## config.mk

```make
export PLATFORM = sky130hd
export DESIGN_NAME = fetch_sequencer
export DESIGN_NICKNAME = d
export VERILOG_FILES = /design/src/rtl/nic8_pkg.sv /design/src/rtl/fetch_sequencer_pc_counter.sv /design/src/rtl/fetch_sequencer.sv
export SDC_FILE = /design/constraint.sdc
export NUM_CORES = 1
export LEC_CHECK = 0
export ABC_AREA = 1
export CAP_MARGIN = 20
export CELL_PAD_IN_SITES_DETAIL_PLACEMENT = 1
export CELL_PAD_IN_SITES_GLOBAL_PLACEMENT = 2
export CORE_UTILIZATION = 24
export CTS_CLUSTER_DIAMETER = 150
export DETAILED_ROUTE_END_ITERATION = 10
export HOLD_SLACK_MARGIN = 0.15
export PLACE_DENSITY_LB_ADDON = 0.25
export SLEW_MARGIN = 0
export SYNTH_ARGS = -nofsm -noshare
export SYNTH_HDL_FRONTEND = slang
export SYNTH_SLANG_ARGS = --single-unit
```

## constraint.sdc

```tcl
create_clock -name clk -period 1.4 [get_ports clk]
set_clock_uncertainty 0.1 [all_clocks]
set_input_delay 0.28 -clock clk [delete_from_list [all_inputs] [get_ports clk]]
set_output_delay 0.28 -clock clk [all_outputs]
set_load 0.02 [all_outputs]
```

## src/rtl/nic8_pkg.sv

```systemverilog
// Shared definitions for the nic8 CPU front end: phase encoding, operand
// field codes and the default reset vector.
package nic8_pkg;

  typedef enum logic [1:0] {
    FETCH = 2'd0,
    EXEC  = 2'd1,
    HALT  = 2'd2
  } state_e;

  localparam logic [2:0] SRC_ROM          = 3'd1;
  localparam logic [2:0] DEST_PC          = 3'd7;
  localparam logic [7:0] RESET_PC_DEFAULT = 8'h00;

endpackage

```

## src/rtl/fetch_sequencer_pc_counter.sv

```systemverilog
// 8-bit program counter: async reset to RESET_PC, parallel load, increment.
// Load wins over increment so a taken jump overrides the immediate step.
module pc_counter
  import nic8_pkg::*;
#(
  parameter logic [7:0] RESET_PC = RESET_PC_DEFAULT
) (
  input  logic       clk,
  input  logic       rst_n,
  input  logic       inc_i,
  input  logic       load_i,
  input  logic [7:0] load_val_i,
  output logic [7:0] pc_o
);

  logic [7:0] pc_q, pc_d;

  always_comb begin
    pc_d = pc_q;
    if (load_i)     pc_d = load_val_i;
    else if (inc_i) pc_d = pc_q + 8'd1;
  end

  always_ff @(posedge clk or negedge rst_n) begin
    if (!rst_n) pc_q <= RESET_PC;
    else        pc_q <= pc_d;
  end

  assign pc_o = pc_q;

endmodule

```

## src/rtl/fetch_sequencer.sv

```systemverilog
// nic8 fetch/exec phase machine: owns PC and IR, steps past inline
// immediates, applies decoder jumps and detects the jump-to-self halt.
module fetch_sequencer
  import nic8_pkg::*;
#(
  parameter logic [7:0] RESET_PC = RESET_PC_DEFAULT
) (
  input  logic       clk,
  input  logic       resetBar,
  input  logic [7:0] romData,
  input  logic       romReady,
  input  logic       doJump,
  input  logic [7:0] dbus,
  output logic [7:0] romAddr,
  output logic [7:0] pc,
  output logic [7:0] ir,
  output logic       execEnable,
  output logic       fetching,
  output logic       halted
);

  state_e     state_q, state_d;
  logic [7:0] ir_q, ir_d;
  logic [7:0] fetch_addr_q, fetch_addr_d;
  logic       imm;
  logic       pc_inc, pc_load;
  logic [7:0] pc_w;

  assign imm = (ir_q[2:0] == SRC_ROM);

  always_comb begin
    state_d      = state_q;
    ir_d         = ir_q;
    fetch_addr_d = fetch_addr_q;
    pc_inc       = 1'b0;
    pc_load      = 1'b0;
    execEnable   = 1'b0;
    unique case (state_q)
      FETCH: begin
        if (romReady) begin
          ir_d         = romData;
          fetch_addr_d = pc_w;
          pc_inc       = 1'b1;
          state_d      = EXEC;
        end
      end
      EXEC: begin
        // An immediate operand must be on the ROM bus before executing.
        if (!imm || romReady) begin
          execEnable = 1'b1;
          if (doJump) begin
            pc_load = 1'b1;
            state_d = (dbus == fetch_addr_q) ? HALT : FETCH;
          end else begin
            pc_inc  = imm;
            state_d = FETCH;
          end
        end
      end
      default: ;
    endcase
  end

  always_ff @(posedge clk or negedge resetBar) begin
    if (!resetBar) begin
      state_q      <= FETCH;
      ir_q         <= 8'h00;
      fetch_addr_q <= 8'h00;
    end else begin
      state_q      <= state_d;
      ir_q         <= ir_d;
      fetch_addr_q <= fetch_addr_d;
    end
  end

  pc_counter #(.RESET_PC(RESET_PC)) u_pc (
    .clk        (clk),
    .rst_n      (resetBar),
    .inc_i      (pc_inc),
    .load_i     (pc_load),
    .load_val_i (dbus),
    .pc_o       (pc_w)
  );

  assign pc       = pc_w;
  assign romAddr  = pc_w;
  assign ir       = ir_q;
  assign fetching = (state_q == FETCH);
  assign halted   = (state_q == HALT);

endmodule

```

==> summary.md <==
| Metric | Value |
|---|---|
| Status | `finished, violations left` |
| Failing checks | `negative setup slack` |
| Switching Power | `0.367 mW` |
| CTS hold repair buffers | `0` |
| Initial antenna violation count | `0` |
| Total Die Area | `~6600 um2` |
| Die H | `81.1 um` |
| Layout cells sized above 1 | `46.8%` |
| Clock buffer count from CTS | `3` |
| # placed instances | `321` |
| RSZ-0062 raised after global routing | `true` |
| Internal Power | `1.13 mW` |
| Die Width | `81.1 um` |
| Syn avg cell area | `approximately 8.4 um2` |
| Site Rows | `28` |
| Max Freq | `0.651 GHz` |
| DPL Wire Length | `3310 um` |
| Core footprint | `5990 um2` |
| Placer Congestion | `0.704` |
| Critical-path maximum fanout | `3` |
| M2 GR Usage | `28.7%` |
| Crit path capture type | `primary output` |
| Critical Path Start | `state_q[0]` |
| Post-Layout Inst Area | `roughly 2700 um2` |
| Final TNS setup | `-2130 ps` |
| R2r startpoint | `state_q[0]` |
| # clock sinks | `26` |
| Clock Latency Late Sink | `270 ps` |
| Register-to-register path setup slack | `-120 ps` |
| Final Worst Setup Slack | `-136 ps` |
| Largest net degree at the start of global routing | `27` |
| Post-DR wirelength/cell | `14.7 um` |
| Final setup vio count | `27` |
| CTS clk-pin slew, worst paths | `90 ps` |
| Synth Net Count | `199` |
| GRT Util Overall | `between 15 and 20%` |
| Clock buffer depth | `2` |
| Mapped Cells | `about 180` |
| Worst Tran Pin Value | `311 ps` |
| ANT cells | `0` |
| Most frequent cells in the layout | `30 x nand2_1, 30 x buf_4, 24 x dfrtp_1` |
| Io pins | `47` |
| Layout Nets | `289` |
| Post-synthesis sequential area ratio | `43.4%` |
| Power density over the cells | `560 nW/um2` |
| H-tree depth | `1` |
| Synth cell types | `26` |
| Clk pwr share | `32.7%` |
| CP required | `just over 1000 ps` |
| Switching Share | `about a quarter` |
| Final wirelength | `between 5000 and 6000 um` |
| Max-slew headroom | `79.2%` |
| Initial core utilization | `25.0%` |
| Part of the power in combinational logic | `15.8%` |
| Final ANT Viol Nets | `0` |
| GR Layer Usage met1 | `23.4%` |
| # Max-Cap Violations | `0` |
| Worst setup path class | `reg2out` |
| Final hold violation count | `0` |
| Number of global-route vias before repair | `1621` |
| First-pass GRT wire length | `8310 um` |
| CTS tree | `yes` |
| P&R area growth vs syn | `78.2%` |
| Final slew viol count | `0` |
| Worst hold path type | `in2async` |
| Vias after detailed routing | `1512` |
| Port buffer count | `46` |
| Synthesized flop and latch total | `26` |
| Syn. warnings | `0` |
| Crit path DAT | `1160 ps` |
| R2R Path End | `ir[7]` |
| Non-filler cells, final | `342` |
| DR DRC count | `0` |
| Met3 usage | `2.02%` |
| Clock period minus worst slack | `1540 ps` |
| Root Buffer | `clkbuf_8` |
| R2R depth | `6` |
| GRT Max-Usage Layer | `met2` |
| DRT Pass-1 Iters | `4` |
| Fin crit share | `110%` |
| Leakage | `1.31 nW` |
| Maximum vdd drop | `0.000319 V` |
| Sequential power share | `51.6%` |
| DP Area | `2260 um2` |
| DRT iter0 DRCs | `47` |
| Critical Path Start Type | `register` |
| Total grt overflow | `0` |
| Synthesized cell area | `~1500 um2` |
| Vias per cell | `4.42` |
## registers in the layout, indices dropped and copies added, names as in the netlist
signal / cells
ir: 8
state_q: 2
u_pc.pc_o: 8
fetch_addr_q: 8
## power by group through the flow
| stage | Sequential (mW) | Clock [mW] | Combinational, mW |
|---|---|---|---|
| after detailed placement | 0.788 | 0 | 0.234 |
| after global routing | 0.775 | 0.538 | 0.256 |
| after global placement | 0.788 | 0 | 0.234 |
| after CTS | 0.773 | 0.516 | 0.234 |
| after floorplan | 0.802 | 0 | 0.0699 |
| final | 0.772 | 0.489 | 0.236 |
## Yosys cell counts
library cell	count	area, um2
a21oi_1	4	20.0
buf_2	2	10.0
buf_4	8	60.1
buf_6	2	22.5
dfrtp_1	26	651
ha_1	1	12.5
inv_1	19	71.3
inv_2	1	3.75
mux2_2	6	67.6
mux2_4	1	15.0
nand2_1	40	150
nand2_2	3	18.8
nand2_4	1	11.3
nand3_1	17	85.1
nand3_2	3	30.0
nand4_1	9	56.3
nand4_4	1	21.3
nor2_1	13	48.8
nor2_2	1	6.26
nor2_4	1	11.3
nor3_1	2	10.0
o21ai_0	7	35.0
o21ai_2	1	8.76
or2_2	2	12.5
xnor2_1	2	17.5
xor2_1	5	43.8
## metrics by stage
stage | util, % | worst slack (ps) | hold WS [ps] | total power [mW]
4_1_cts | 43.8 | -137 | 264 | 1.52
6_report | 44.6 | -136 | 271 | 1.50
3_3_place_gp | 37.7 | -556 | 369 | 1.02
3_5_place_dp | 37.7 | -594 | 379 | 1.02
2_1_floorplan | - | -16.1 | -116 | 0.872
5_1_grt | 44.6 | -186 | 281 | 1.57
## final cells by class
cell class,instances,area [um2]
multi-input combinational,122,865
timing repair buffer,95,930
tap,75,93.8
inverter,20,77.6
clock buffer,4,55.1
sequential,26,653
fill,708,3320
## repair_timing
item                       CTS  global route
setup buffers               11             4
setup endpoints to repair   48            43
gates resized for setup    120            33
cloned                       4             0
pin swaps                   15             9
## worst max-delay path by stage
stage               cells past startpoint  slack, ps           end
detailed placement                      6       -590    execEnable
global route                            9       -190  u_pc.pc_o[3]
CTS                                     4       -140      fetching
finish                                  4       -140        halted
floorplan                               4        -20         ir[7]
global placement                        6       -560    execEnable
## critical path: stages (launching register included)
cell,delay (ps)
dfrtp_1,410
buf_6,140
buf_4,130
nor2_4,90
buf_6,110
## routing by layer
layer	vias up	routed length [um]	share of wire, %
li1	753	-	-
met5	-	0	0
met4	0	61	1.2
met1	727	2410	48
met2	26	2410	48
met3	6	157	3.1
## kinds of logic after synthesis
| kind of cell | after synthesis | synth area share (%) |
|---|---|---|
| simple gates | 93 | 30.8 |
| fa+ha+maj | 1 | 0.834 |
| xor+xnor | 7 | 4.09 |
| buf+inv | 32 | 11.2 |
| mux | 7 | 5.50 |
| flops | 26 | 43.4 |
| compound gates | 12 | 4.25 |
Power figures use the tool's default switching activity.
